<file path="src/rtl/dll_mq.sv">
// dll_mq: M doubly-linked lists sharing one pool of N W-bit entries.
// Latency: every accepted command completes in one cycle; pop/error response is registered (t+1).
// Backpressure: cmd_rdy is low while the free list is being built (busy_r) or while clear is asserted.
module dll_mq #(
  parameter int W = 32,
  parameter int N = 16,
  parameter int M = 4,
  localparam int IDW = (M > 1) ? $clog2(M) : 1,
  localparam int PW  = $clog2(N),
  localparam int CW  = $clog2(N + 1)
) (
  input  logic           clk,
  input  logic           rst,
  input  logic           cmd_vld,
  output logic           cmd_rdy,
  input  logic [1:0]     cmd_op,
  input  logic [IDW-1:0] cmd_id,
  input  logic [W-1:0]   cmd_push_data,
  output logic           rsp_vld_r,
  output logic           rsp_err_r,
  output logic [W-1:0]   rsp_data_r,
  input  logic           clear,
  output logic           full_r,
  output logic           empty_r,
  output logic [M-1:0]   nempty_r,
  output logic [CW-1:0]  occupancy_r,
  output logic           busy_r
);

  localparam logic [IDW:0]  M_L   = (IDW + 1)'(M);
  localparam logic [PW-1:0] LAST  = PW'(N - 1);
  localparam logic [CW-1:0] N_CW  = CW'(N);
  localparam logic [CW-1:0] ONE_C = CW'(1);

  // Storage arrays: payload and link pointers (no reset; init sequence builds links)
  logic [W-1:0]  r_data [N];
  logic [PW-1:0] r_next [N];
  logic [PW-1:0] r_prev [N];

  // Per-list end pointers and control state
  logic [PW-1:0] r_head [M];
  logic [PW-1:0] r_tail [M];
  logic [M-1:0]  r_nempty;
  logic [PW-1:0] r_free_head;
  logic [CW-1:0] r_occ;
  logic [PW-1:0] r_cnt;
  logic          r_busy;
  logic          r_full;
  logic          r_empty;
  logic          r_rsp_vld;
  logic          r_rsp_err;
  logic [W-1:0]  r_rsp_data;

  logic           w_acc;
  logic           w_id_ok;
  logic [IDW-1:0] w_idx;
  logic           w_is_push;
  logic           w_front;
  logic           w_ne;
  logic           w_err;
  logic           w_ok;
  logic [PW-1:0]  w_head;
  logic [PW-1:0]  w_tail;
  logic [PW-1:0]  w_pop_e;
  logic [PW-1:0]  w_new_e;

  assign cmd_rdy = ~r_busy & ~clear;

  // Decode the command and classify it as success or error
  always_comb begin
    w_acc     = cmd_vld & cmd_rdy;
    w_id_ok   = ({1'b0, cmd_id} < M_L);
    w_idx     = w_id_ok ? cmd_id : '0;
    w_is_push = ~cmd_op[1];
    w_front   = ~cmd_op[0];
    w_ne      = r_nempty[w_idx];
    w_err     = ~w_id_ok | (w_is_push ? r_full : ~w_ne);
    w_ok      = w_acc & ~w_err;
    w_head    = r_head[w_idx];
    w_tail    = r_tail[w_idx];
    w_pop_e   = w_front ? w_head : w_tail;
    w_new_e   = r_free_head;
  end

  // Array writes: init links the free chain, push links a new entry, pop returns to free head
  always_ff @(posedge clk) begin
    if (r_busy) begin
      r_next[r_cnt] <= (r_cnt == LAST) ? '0 : r_cnt + 1'b1;
    end else if (w_ok) begin
      if (w_is_push) begin
        r_data[w_new_e] <= cmd_push_data;
        if (w_ne) begin
          if (w_front) begin
            r_next[w_new_e] <= w_head;
            r_prev[w_head]  <= w_new_e;
          end else begin
            r_prev[w_new_e] <= w_tail;
            r_next[w_tail]  <= w_new_e;
          end
        end
      end else begin
        r_next[w_pop_e] <= r_free_head;
      end
    end
  end

  // Control: reset/clear start init, init counts N cycles, then one command per cycle
  always_ff @(posedge clk) begin
    if (rst) begin
      r_busy      <= 1'b1;
      r_cnt       <= '0;
      r_occ       <= '0;
      r_full      <= 1'b0;
      r_empty     <= 1'b1;
      r_nempty    <= '0;
      r_free_head <= '0;
      r_rsp_vld   <= 1'b0;
      r_rsp_err   <= 1'b0;
      r_rsp_data  <= '0;
      for (int i = 0; i < M; i++) begin
        r_head[i] <= '0;
        r_tail[i] <= '0;
      end
    end else begin
      r_rsp_vld <= 1'b0;
      if (clear) begin
        r_busy      <= 1'b1;
        r_cnt       <= '0;
        r_occ       <= '0;
        r_full      <= 1'b0;
        r_empty     <= 1'b1;
        r_nempty    <= '0;
        r_free_head <= '0;
      end else if (r_busy) begin
        r_cnt <= r_cnt + 1'b1;
        if (r_cnt == LAST) r_busy <= 1'b0;
      end else if (w_acc) begin
        if (w_err) begin
          r_rsp_vld  <= 1'b1;
          r_rsp_err  <= 1'b1;
          r_rsp_data <= '0;
        end else if (w_is_push) begin
          r_free_head     <= r_next[w_new_e];
          r_occ           <= r_occ + 1'b1;
          r_full          <= ((r_occ + 1'b1) == N_CW);
          r_empty         <= 1'b0;
          r_nempty[w_idx] <= 1'b1;
          if (!w_ne) begin
            r_head[w_idx] <= w_new_e;
            r_tail[w_idx] <= w_new_e;
          end else if (w_front) begin
            r_head[w_idx] <= w_new_e;
          end else begin
            r_tail[w_idx] <= w_new_e;
          end
        end else begin
          r_rsp_vld   <= 1'b1;
          r_rsp_err   <= 1'b0;
          r_rsp_data  <= r_data[w_pop_e];
          r_free_head <= w_pop_e;
          r_occ       <= r_occ - 1'b1;
          r_full      <= 1'b0;
          r_empty     <= (r_occ == ONE_C);
          if (w_head == w_tail) begin
            r_nempty[w_idx] <= 1'b0;
          end else if (w_front) begin
            r_head[w_idx] <= r_next[w_head];
          end else begin
            r_tail[w_idx] <= r_prev[w_tail];
          end
        end
      end
    end
  end

  assign rsp_vld_r   = r_rsp_vld;
  assign rsp_err_r   = r_rsp_err;
  assign rsp_data_r  = r_rsp_data;
  assign full_r      = r_full;
  assign empty_r     = r_empty;
  assign nempty_r    = r_nempty;
  assign occupancy_r = r_occ;
  assign busy_r      = r_busy;

endmodule

</file>
<file path="config.mk">
export PLATFORM = sky130hd
export DESIGN_NAME = dll_mq
export DESIGN_NICKNAME = d
export VERILOG_FILES = /design/src/rtl/dll_mq.sv
export SDC_FILE = /design/constraint.sdc
export NUM_CORES = 1
export LEC_CHECK = 0
export CORE_MARGIN = 5
export CORE_UTILIZATION = 55
export DETAILED_ROUTE_END_ITERATION = 12
export PLACE_DENSITY_LB_ADDON = 0.25
export SKIP_LAST_GASP = 1
export SLEW_MARGIN = 5
export SYNTH_ARGS = -nofsm -noshare
export SYNTH_HDL_FRONTEND = slang
export SYNTH_SLANG_ARGS = --single-unit
</file>
<file path="constraint.sdc">
create_clock -name clk -period 13.2 [get_ports clk]
set_clock_uncertainty 0.15 [all_clocks]
set_input_delay 1.98 -clock clk [delete_from_list [all_inputs] [get_ports clk]]
set_output_delay 1.98 -clock clk [all_outputs]
set_load 0.01 [all_outputs]
</file>
=== Word-level counts from Yosys, hierarchy flattened ===
Memory sizes are Yosys's and may differ from the RTL's. A register that Yosys moved wholly into a read port is not among the register bits.
Index checks and enable logic that the tools add are counted.

* Equality and inequality tests: 5
* Mux-type cells: 104
* Bitwise logic cells: 15
* Order comparisons: 2
* Add/sub/neg operators: 3
* Reduce and logical (&&, ||, !) cells: 13

{| class="wikitable"
|+ Operators with widths
! cell !! count
|-
| 4-bit 2-to-1 mux || 21
|-
| 1-bit 2-to-1 mux || 76
|-
| 32-bit 2-to-1 mux || 2
|-
| 4-bit OR reduction || 7
|-
| 4-bit AND reduction || 2
|-
| 5-bit by 1-bit adder with 5-bit output (second input constant) || 1
|-
| 5-bit by 1-bit == test with 1-bit output (second input constant) || 1
|-
| 5-bit == test (second input constant) || 1
|-
| 5-bit 2-to-1 mux || 1
|-
| 1-bit inverter || 5
|-
| 5-bit by 1-bit subtractor with 5-bit output (second input constant) || 1
|-
| 4-bit by 1-bit adder with 4-bit output (second input constant) || 1
|-
| 4-bit bitwise AND || 1
|-
| 4-bit == test || 1
|-
| 4-bit == test (second input constant) || 1
|-
| 2-bit 2-to-1 mux || 2
|-
| 4-bit inverter || 1
|-
| 1-bit bitwise OR || 4
|-
| 4-bit bitwise OR || 1
|-
| 1-bit bitwise AND || 3
|-
| 2-bit by 3-bit < comparator with 1-bit output (second input constant) || 1
|-
| 3-bit AND reduction || 1
|-
| 1-bit binary-select mux with 2-bit select || 1
|-
| 1-bit demux with 2-bit select || 1
|-
| other kinds (5) || 5
|}

* Input port bits: 40
* Memories: 5
* Bits in writable memories: 672
* Word-level logic and storage cells: 157
* Register bits: 54

{| class="wikitable"
|+ Memories
! name !! words !! width !! rd ports !! clocked after memory_dff !! wr ports !! line !! text
|-
| r_data || 16 || 32 || 1 || 0 || 1 || 36 || <nowiki>logic [W-1:0] r_data [N];</nowiki>
|-
| r_next || 16 || 4 || 2 || 1 || 1 || 37 || <nowiki>logic [PW-1:0] r_next [N];</nowiki>
|-
| r_prev || 16 || 4 || 1 || 0 || 1 || 38 || <nowiki>logic [PW-1:0] r_prev [N];</nowiki>
|-
| r_head || 4 || 4 || 1 || 0 || 4 || 41 || <nowiki>logic [PW-1:0] r_head [M];</nowiki>
|-
| r_tail || 4 || 4 || 1 || 0 || 4 || 42 || <nowiki>logic [PW-1:0] r_tail [M];</nowiki>
|}

=== Logic depth before layout (Yosys ltp) ===
Gate-level depths: netlist (run 1).

* Depth in word-level cells: 14
* Mapped depth: 11
* Gate-level depth less buffers: 7

=== Least setup slack after synthesis (run 1) ===
Ideal clock, no wire load.

* Path type: input-to-reg
* From: input port cmd_vld
* To: memory r_data[0][0] (enable)
* Path slack: 7.338 ns
* Cell stages on the path: 4
* Path buffers: 0
* Arrival time: 5.251 ns
* Path through: nor3b_1 nand2_1 or3_1 nor3_1

* Word-level cells in the longest chain between the ends: 5

{| class="wikitable"
|+ RTL lines
! item !! line !! text
|-
| start, declared || 14 || <nowiki>input logic cmd_vld,</nowiki>
|-
| 1-bit bitwise AND || 71 || <nowiki>w_acc = cmd_vld & cmd_rdy;</nowiki>
|-
| 1-bit bitwise AND || 78 || <nowiki>w_ok = w_acc & ~w_err;</nowiki>
|-
| 1-bit 2-to-1 mux || 89 || <nowiki>end else if (w_ok) begin</nowiki>
|-
| 1-bit 2-to-1 mux || 87 || <nowiki>if (r_busy) begin</nowiki>
|-
| 1-bit 2-to-1 mux (not written as such) || 91 || <nowiki>r_data[w_new_e] <= cmd_push_data;</nowiki>
|-
| end, declared || 36 ||
|}

Every way passes these cells.

=== Worst setup path in the final report (run 1) ===
* From: input port cmd_id[1]
* To: register r_rsp_data[16] (netlist: rsp_data_r[16])

* Word-level cells in the longest chain between the ends: 6

{| class="wikitable"
|+ RTL lines
! item !! line !! text
|-
| start, declared || 17 || <nowiki>input logic [IDW-1:0] cmd_id,</nowiki>
|-
| branches (longest 6 deep; another with memory read 16 x 32 bit) || - ||
|-
| end signal, assigned || 159 || <nowiki>r_rsp_data <= r_data[w_pop_e];</nowiki>
|-
| end, declared || 52 || <nowiki>logic [W-1:0] r_rsp_data;</nowiki>
|}

Several ways; the timed one is not identified. The select of a mux whose other input is x is not followed.
A chain may end at the register's enable or synchronous reset.

==> results.md, run 1 <==
| Item | Value |
|---|---|
| Status | complete, no violations |
| Routed vias | 17.4k |
| Final setup violation count | 0 |
| Unique cell type count in the Yosys netlist | 65 |
| Max_slew headroom | 17.3% |
| Switching Fraction | 21.2% |
| Number of detailed-routing iterations run before antenna repair | 5 |
| Largest net degree at the start of global routing | 104 |
| Part of the power in combinational logic | 6.4% |
| P_sw | 1.05 mW |
| Startpoint of the worst setup timing path | cmd_id[1] |
| Final RePlAce weighted congestion | 0.869 |
| Maximum Capacitance Violations | 0 |
| EDFF count, synth | 672 |
| Core Area | 54900 sq um |
| Largest fanout on the critical path | 103 |
| Detail-routed net length per standard cell | 24.9 microns |
| Crit end category | flop |
| Max Clock Freq | 157 MHz |
| Total of buffers placed on input and output ports | 86 |
| Overall die area | 60000 sq um |
| Worst reg2reg path endpoint | rsp_data_r[19] |
| Final core utilization | 62.8% |
| Deepest clock path buffer count | 3 |
| Post-cts hold buffer count | 0 |
| Period Utilization, post-route | 48.4% |
| Power per cell area | 144 nW/um^2 |
| First-pass GRT wire length | 106 mm |
| Placed wire-length estimate after detailed placement | 38.4 mm |
| Adder-cell share of the synthesized area | 0.206% |
| Area added between synthesis and finish | 13.5% |
| # rows | 86 |
| Final Critical Period | 6.38 ns |
| Die width | 245 microns |
| Clock root buffer | sky130_fd_sc_hd__clkbuf_16 |
| CTS HTree Levels | 3 |
| Count of clock tree sinks | 730 |
| Synthesized area per cell | 15.4 sq um |
| Post-synthesis instance area | 30400 sq um |
| Start of the worst register-to-register path | r_head[3][3] |
| Number of instances in the synthesized netlist | 1975 |
| CP Data Required Time | 13.48 ns |
| DRC violation count after routing | 0 |
| Critical Path Source Type | input port |
| Total negative slack for setup checks | 0 ns |
| I/O pin count | 87 |
| Buffers inserted by post-CTS timing repair | 0 |
| Main combinational cell family by area after synthesis | multiplexers |
| Tightest Pin Transition | 1.23 ns |
| Overall overflow remaining after global route | 0 |
| Max-slew violation total from the final report | 0 |
| Vias in the first global route | 17.4k |
| Share of post-route cells with drive strength above 1 | 11.7% |
| Detailed router's first-iteration violation count | 1632 |
| FFs w/ async S/R, synth | 0% |
| Clock transition at path regs | 0.05 ns |
| Number of nets in the finished design | 2104 |
| Net count after synthesis | 2020 |
| Main flop type after synthesis | sky130_fd_sc_hd__edfxtp_1 |
| Starting density of the core | 55.3% |
| Proportion of power drawn by the clock network | 42.6% |
| Die height | 245 microns |
| Antenna Violating Nets Remaining | 0 |
| Register bit total from synthesis | 730 |
| R2r setup slk | 9.01 ns |
| Worst Hold Depth | 2 |
| Clock Latency Late Sink | 0.61 ns |
| Synth Area in Compound Gates | 3.61% |
| Multiplexer share of the synthesized area | 15.4% |
| Number of antenna violations at the first check in global routing | 3 |
| Proportion of power drawn by flip-flops and latches | 51.0% |
| Sequential fraction of the synthesis area | 70.3% |
| Internal Dissipation | 3.90 mW |
| Clock tree from TritonCTS | built |
| Final hold vios | 0 |
| Simple-gate share of the synthesized area | 8.24% |
| Total wirelength of the detailed-routed design | 70.3 mm |
| Class of the worst hold path | reg2reg |
| Count of synthesis-stage warnings from yosys | 0 |
| Data arrival, critical path | 6.67 ns |
| Number of gates given a new drive strength after cts | 0 |
| Synthesized-area fraction occupied by xor and xnor cells | 0.375% |
| Peak supply drop | 0.114 mV |
| Number of cells on the worst reg-to-reg path | 8 |
| Leakage power summed over all cells | 11.7 nW |
| Endpoint of the most critical setup path | rsp_data_r[16] |
| Global Route Usage Sum | 23.2% |
| TritonCTS buffer count | 75 |
| Setup repair after global routing missed its margin | no |
| Worst Setup Path Type | in2reg |
| Routed vias/inst | 6.16 |
==> flip-flops by register name, indices dropped and copies added, names as in the netlist, 4 cells and up, named ones only <==
| register | count |
|---|---|
| r_next | 64 |
| rsp_data_r | 32 |
| r_head | 16 |
| r_prev | 64 |
| r_data | 512 |
| r_tail | 16 |
| occupancy_r | 5 |
| r_free_head | 4 |
| r_cnt | 4 |
==> worst min path at each step <==
stage | from | to | slack, ns
finish | rsp_data_r[15] | rsp_data_r[15] | 0.33
global route | flop | flop | 0.36
CTS | flop | flop | 0.34
detailed placement | rsp_data_r[10] | rsp_data_r[10] | 0.32
global placement | flop | flop | 0.31
floorplan | flop | flop | 0.34
==> power by group through the flow <==
stage	sequential, mW	clock [mW]	combinational (mW)
finish	2.53	2.11	0.318
global route	2.53	2.24	0.341
CTS	2.53	2.14	0.317
detailed placement	2.58	0	0.316
global placement	2.58	0	0.309
floorplan	2.57	0	0.223
==> worst max-delay path, cell delays in order <==
cell	delay (ns)
sky130_fd_sc_hd__clkdlybuf4s50_1	1.21
sky130_fd_sc_hd__mux4_2	0.38
sky130_fd_sc_hd__buf_4	0.47
sky130_fd_sc_hd__mux2_8	0.85
sky130_fd_sc_hd__buf_4	0.92
sky130_fd_sc_hd__mux2i_1	0.29
sky130_fd_sc_hd__mux2i_1	0.10
sky130_fd_sc_hd__mux2i_1	0.18
sky130_fd_sc_hd__o2111ai_1	0.12
==> kinds of logic after synthesis <==
logic type,count (synthesis)
buffers and inverters,119
flip-flops,730
AND/OR/NAND/NOR,555
multiplexers,404
XOR/XNOR,13
AO/OA/AOI/OAI,149
adder cells (fa/ha/maj),5
==> through the flow <==
stage	hold slack (ns)	power, mW	std cells	instance area (sq um)	setup slack [ns]
6_report	0.334	4.95	2827	34500	6.82
5_1_grt	0.363	5.10	2826	34500	6.54
4_1_cts	0.342	4.98	2824	34500	6.81
3_5_place_dp	0.320	2.89	2686	32000	6.21
3_3_place_gp	0.311	2.89	2686	32000	6.27
2_1_floorplan	0.341	2.80	1975	30400	7.34
==> metal layers <==
layer  global-route usage [%]  vias up  wire, microns
li1                         -     7793              -
met1                     31.2     8762          28500
met2                     38.1      719          34400
met3                     4.45      134           5320
met4                     8.71        2           2060
met5                        0        -             13
==> placed cells by master, fill, tap and decap left out, types with 10 or more instances in the layout <==
cell type	netlist	final
sky130_fd_sc_hd__a21oi_1	21	21
sky130_fd_sc_hd__clkbuf_1	49	17
sky130_fd_sc_hd__nand2b_1	10	10
sky130_fd_sc_hd__and3_1	17	17
sky130_fd_sc_hd__clkinv_1	0	12
sky130_fd_sc_hd__dfxtp_1	58	58
sky130_fd_sc_hd__nor2_1	87	74
sky130_fd_sc_hd__o21ai_0	25	20
sky130_fd_sc_hd__o21ai_1	5	10
sky130_fd_sc_hd__mux2i_1	331	330
sky130_fd_sc_hd__nor2_4	0	13
sky130_fd_sc_hd__o2111ai_1	28	28
sky130_fd_sc_hd__a32oi_1	16	16
sky130_fd_sc_hd__mux4_2	48	48
sky130_fd_sc_hd__nand2_1	238	238
sky130_fd_sc_hd__and2_1	12	12
sky130_fd_sc_hd__clkinv_2	0	15
sky130_fd_sc_hd__nor3_1	32	28
sky130_fd_sc_hd__mux2_2	23	22
sky130_fd_sc_hd__edfxtp_1	672	672
sky130_fd_sc_hd__buf_4	4	32
sky130_fd_sc_hd__clkdlybuf4s50_1	0	86
sky130_fd_sc_hd__clkbuf_16	0	79
sky130_fd_sc_hd__a31oi_1	10	10
sky130_fd_sc_hd__nand3_1	121	121
==> synthesized netlist by cell type, drive strengths merged, types with 6 or more instances <==
master / count / area [sq um]
buf: 62 / 354
mux2i: 333 / 3340
nor3b: 8 / 60.1
o21ai: 30 / 150
mux2: 23 / 259
clkbuf: 49 / 184
o2111ai: 28 / 245
xnor2: 7 / 61.3
inv: 8 / 30.0
nand3: 121 / 606
dfxtp: 58 / 1160
a21oi: 22 / 114
nand2b: 10 / 62.6
nand2: 238 / 893
edfxtp: 672 / 20200
a32oi: 16 / 140
mux4: 48 / 1080
nor3: 34 / 180
and3: 17 / 106
nor2: 87 / 327
a31oi: 10 / 62.6
xor2: 6 / 52.6
and2: 12 / 75.1
==> cell type report <==
class,count,area (sq um)
multi-input cells,1126,8630
well taps,704,881
repair buffers,118,1100
inverters,8,30.0
diodes,3,7.51
clock inverters,37,354
clock buffers,101,2110
fillers,3962,20400
flip-flops and latches,730,21300
No activity file was read; power rests on OpenSTA's default activity.
==> run 2: changes to the inputs <==
clock period = 6.7 ns   (was 13.2 ns; I/O delays follow)
==> run 2 against run 1 <==
Sequential share of layout area shrank 0.37 points. Worst hold slack better by 0.0042 ns. Clock-buffer cell count shrank 1. Final cell count up 0.28%. Sequential power grew 97%. Clock power up 100%. Flip-flop and latch count did not move. Register-to-register slack lost 6.1 ns. Combinational power up 100%.
==> results.md, run 2 (synthesis results as in run 1) <==
| Item | Value |
|---|---|
| DRC violation count after routing | 0 |
| R2r setup slk | 2.95 ns |
| Max reg flops | 512 |
| Routed vias | 17.5k |
| Maximum cell stage delay along the critical path | 0.77 ns |
| Max-slew violation total from the final report | 0 |
| Global Route Usage Sum | 23.4% |
| Total negative slack for setup checks | 0 ns |
| Clock tree from TritonCTS | built |
| CTS HTree Levels | 3 |
| Total of buffers placed on input and output ports | 86 |
| Area of the multi-input gates | 8630 sq um |
| Max Clock Freq | 224 MHz |
| Die height | 245 microns |
| Final non-filler cell area | 34700 sq um |
| Minimum setup slack after placement | 1.66 ns |
| Core Area | 54900 sq um |
| Cells traversed along the worst timing path | clkdlybuf4s50_1, buf_4, mux4_2, mux2_8, buf_4, mux2i_1, mux2i_1, mux2i_1, o2111ai_1 |
| Total design power | 9.93 mW |
| Largest net degree at the start of global routing | 106 |
| Number of antenna violations at the first check in global routing | 3 |
| Peak supply drop | 0.221 mV |
| Worst Setup Path Type | in2reg |
| Share of post-route cells with drive strength above 1 | 12.4% |
| TritonCTS buffer count | 75 |
| Slowest CP cell | sky130_fd_sc_hd__mux2_8 |
| Count of clock tree sinks | 730 |
| Filler cell count | 3924 |
| Class of the worst hold path | reg2reg |
| Leakage power summed over all cells | 11.8 nW |
| Sequential cell area in the final layout | 21300 sq um |
| Clock transition at path regs | 0.06 ns |
| Power per cell area | 286 nW/um^2 |
| Cell with the most instances on the worst path | sky130_fd_sc_hd__mux2i_1 |
| Routed vias/inst | 6.17 |
| Detail-routed net length per standard cell | 24.9 microns |
| Cell area after placement | 32100 sq um |
| Status | complete, no violations |
| Clock root buffer | sky130_fd_sc_hd__clkbuf_16 |
| Deepest clock path buffer count | 3 |
| First-pass GRT wire length | 107 mm |
| Tightest Pin Transition | 1.14 ns |
| Number of gates given a new drive strength after cts | 0 |
| # rows | 86 |
| Max_slew headroom | 23.8% |
| Buffers inserted by post-CTS timing repair | 0 |
| Setup repair after global routing missed its margin | no |
| Crit end category | flop |
| Most frequent standard cell in the layout excluding fill and tap cells | sky130_fd_sc_hd__edfxtp_1 |
| Period Utilization, post-route | 66.7% |
| Number of cells in the finished layout apart from fillers | 2835 |
| Final hold vios | 0 |
| Total wirelength of the detailed-routed design | 70.5 mm |
| Critical Path Source Type | input port |
| Detailed router's first-iteration violation count | 1473 |
| Final core utilization | 63.2% |
| Data arrival, critical path | 4.73 ns |
| I/O pin count | 87 |
| Die width | 245 microns |
| Overall die area | 60000 sq um |
| Final RePlAce weighted congestion | 0.885 |
| Number of nets in the finished design | 2115 |
| Maximum Capacitance Violations | 0 |
| Largest fanout on the critical path | 84 |
| Area added between synthesis and finish | 14.2% |
| Vias in the first global route | 17.5k |
| CP Data Required Time | 6.97 ns |
| Final Critical Period | 4.47 ns |
| Placed wire-length estimate after detailed placement | 41.0 mm |
| Antenna Violating Nets Remaining | 0 |
| Slack of the critical path | 2.23 ns |
| Top reg by flops | r_data |
| Number of detailed-routing iterations run before antenna repair | 6 |
| Hold WS | 0.338 ns |
| Final setup violation count | 0 |
| Most frequent cells in the layout | 672 x sky130_fd_sc_hd__edfxtp_1, 330 x sky130_fd_sc_hd__mux2i_1, 238 x sky130_fd_sc_hd__nand2_1, 121 x sky130_fd_sc_hd__nand3_1, 86 x sky130_fd_sc_hd__clkdlybuf4s50_1 |
| Registers with the highest flip-flop counts | r_data (512), r_next (64), r_prev (64) |
| Post-cts hold buffer count | 0 |
| Overall overflow remaining after global route | 0 |
| Starting density of the core | 55.3% |
| Placed insts | 2697 |
| Clock Latency Late Sink | 0.60 ns |
==> run 2: cell types whose count changed in the layout (fill, tap and decap cells not counted), sizes merged <==
cell	change
buf	+11
clkinvlp	+4
inv	+4
clkinv	-13
clkbuf	-1
bufinv	+3
==> run 2: layout make-up <==
class                           instances  area share (%)
Antenna cell                            3          0.0217
Clock buffer                          100            6.10
Clock inverter                         35            1.32
Inverter                                8          0.0866
Multi-Input combinational cell       1126            24.9
Sequential cell                       730            61.6
Tap cell                              704            2.54
Timing Repair Buffer                  129            3.49
==> run 2: final timing paths <==
| kind | startpoint | to | depth (start not counted) |
|---|---|---|---|
| max | cmd_id[0] | rsp_data_r[4] | 9 |
| min | rsp_data_r[12] | rsp_data_r[12] | 1 |
| max reg2reg | busy_r | r_data[5][9] | 5 |
| min reg2reg | rsp_data_r[12] | rsp_data_r[12] | 1 |
==> run 2: routing by layer <==
metal	wire length [microns]	vias to the layer above	part of all wire (%)	GRT usage, %
li1	-	7818	-	-
met1	29100	8873	41	32.1
met2	34500	656	49	38.3
met3	4880	135	6.9	4.07
met4	1930	0	2.7	8.18
met5	0	-	0	0
==> run 2: report_power, final <==
part           internal, mW  switching [mW]  total, mW
clock                  2.61            1.70       4.31
sequential             4.97         0.00710       4.98
combinational         0.241           0.398      0.639
==> run 2: worst max-delay path: cells and delay by family <==
kind,cells,cell delay [ns]
multiplexers,5,2.04
buffers and inverters,3,1.42
AO/OA/AOI/OAI,1,0.15
==> run 3: changes to the inputs <==
clock period = 3.8 ns   (was 6.7 ns; I/O delays follow)
==> run 3 against run 2 <==
First-iteration DRC count increased by 17%. Clock power increased by 69%. Global-route usage increased by 0.29 points. Combinational power increased by 88%.
==> results.md, run 3 (synthesis results as in run 1) <==
| Item | Value |
|---|---|
| Status | complete, no violations |
| Clock tree from TritonCTS | built |
| Detail-routed net length per standard cell | 24.7 microns |
| Number of antenna violations at the first check in global routing | 3 |
| Final Critical Period | 3.33 ns |
| GRT met2 Usage | 39.1% |
| CP Data Required Time | 3.91 ns |
| Detailed router's first-iteration violation count | 1719 |
| TritonCTS buffer count | 74 |
| Total of buffers placed on input and output ports | 86 |
| Max Clock Freq | 300 MHz |
| Area added between synthesis and finish | 16.4% |
| # rows | 86 |
| Most frequent standard cell in the layout excluding fill and tap cells | sky130_fd_sc_hd__edfxtp_1 |
| Number of nets in the finished design | 2185 |
| Worst Setup Path Type | in2reg |
| Total design power | 17.3 mW |
| Leakage power summed over all cells | 12.1 nW |
| Final non-filler cell area | 35300 sq um |
| Starting density of the core | 55.3% |
| Largest fanout on the critical path | 16 |
| Critical Path Source Type | input port |
| Max reg flops | 512 |
| Power per cell area | 488 nW/um^2 |
| Setup repair after global routing missed its margin | no |
| Placed insts | 2768 |
| Clock transition at path regs | 0.06 ns |
| Total wirelength of the detailed-routed design | 71.7 mm |
| Crit end category | flop |
| Registers with the highest flip-flop counts | r_data (512), r_next (64), r_prev (64) |
| Die height | 245 microns |
| Period Utilization, post-route | 87.7% |
| Met3 layer usage reported by global route | 4.85% |
| Core Area | 54900 sq um |
| Buffers inserted by post-CTS timing repair | 0 |
| CTS HTree Levels | 3 |
| Overall overflow remaining after global route | 0 |
| Count of clock tree sinks | 730 |
| First-pass GRT wire length | 108 mm |
| Number of cells in the finished layout apart from fillers | 2908 |
| Clock root buffer | sky130_fd_sc_hd__clkbuf_16 |
| Final hold vios | 0 |
| I/O pin count | 87 |
| Placed wire-length estimate after detailed placement | 43.3 mm |
| Data arrival, critical path | 3.44 ns |
| Overall die area | 60000 sq um |
| Final RePlAce weighted congestion | 0.911 |
| Max-slew violation total from the final report | 0 |
| Peak supply drop | 0.472 mV |
| Global Route Usage Sum | 23.7% |
| Met1 capacity usage during global routing | 31.7% |
| Antenna Violating Nets Remaining | 0 |
| Vias in the first global route | 17.8k |
| Max_slew headroom | 33.7% |
| Number of gates given a new drive strength after cts | 0 |
| Largest net degree at the start of global routing | 82 |
| Cell area after placement | 32900 sq um |
| Final core utilization | 64.4% |
| Maximum Capacitance Violations | 0 |
| Final setup violation count | 0 |
| Number of detailed-routing iterations run before antenna repair | 6 |
| Share of post-route cells with drive strength above 1 | 14.7% |
| Routed vias/inst | 6.12 |
| Die width | 245 microns |
| Deepest clock path buffer count | 3 |
| Routed vias | 17.8k |
| Top reg by flops | r_data |
| Most frequent cells in the layout | 672 x sky130_fd_sc_hd__edfxtp_1, 330 x sky130_fd_sc_hd__mux2i_1, 238 x sky130_fd_sc_hd__nand2_1, 121 x sky130_fd_sc_hd__nand3_1, 91 x sky130_fd_sc_hd__buf_4 |
| Tightest Pin Transition | 0.993 ns |
| Class of the worst hold path | reg2reg |
| Post-cts hold buffer count | 0 |
| DRC violation count after routing | 0 |
| Clock Latency Late Sink | 0.61 ns |
| Top Usage Layer GRT | met2 |
==> run 3: changes by cell type in the layout (fill, tap and decap cells not counted), sizes merged <==
cell,delta
clkbuf,+11
bufinv,-3
buf,+71
clkinvlp,-4
inv,-4
clkinv,+2
==> run 3: power by group <==
part	switching (mW)	internal [mW]
combinational	0.714	0.489
clock	2.93	4.34
sequential	0.0134	8.77
==> run 3: worst max-delay path: stages <==
cell,delay (ns)
sky130_fd_sc_hd__clkdlybuf4s50_1,0.51
sky130_fd_sc_hd__buf_12,0.16
sky130_fd_sc_hd__buf_12,0.16
sky130_fd_sc_hd__mux4_2,0.56
sky130_fd_sc_hd__mux2_2,0.29
sky130_fd_sc_hd__mux2i_1,0.29
sky130_fd_sc_hd__nor3b_1,0.21
sky130_fd_sc_hd__o21ai_0,0.27
sky130_fd_sc_hd__nor2_1,0.39
==> run 3: area by class of cell <==
class	instances	area (sq um)
flip-flops and latches	730	21300
inverters	8	30.0
fillers	3869	19500
clock inverters	26	314
well taps	704	881
clock buffers	111	2120
repair buffers	200	2000
diodes	3	7.51
multi-input cells	1126	8650
==> run 3: worst paths after layout <==
| path | start | to | slack (ns) | cells past startpoint |
|---|---|---|---|---|
| worst max-delay path | cmd_id[0] | r_next[7][2] | 0.47 | 9 |
| worst min-delay path | rsp_data_r[28] | rsp_data_r[28] | 0.34 | 2 |
| worst max register to register | busy_r | r_next[8][2] | 0.56 | 6 |
| worst min register to register | rsp_data_r[28] | rsp_data_r[28] | 0.34 | 2 |
==> run 3: through the flow <==
step	TNS [ns]	hold slack, ns	setup WS (ns)
2_1_floorplan	0	0.341	0.215
3_3_place_gp	-0.891	0.318	-0.0368
3_5_place_dp	-3.96	0.327	-0.121
4_1_cts	0	0.342	0.522
5_1_grt	0	0.361	0.376
6_report	0	0.342	0.469
==> run 3: routing by layer <==
| metal | wire (microns) | up-vias |
|---|---|---|
| met5 | 0 | - |
| met4 | 2250 | 0 |
| met3 | 5560 | 137 |
| met2 | 35300 | 734 |
| met1 | 28700 | 8974 |
| li1 | - | 7951 |
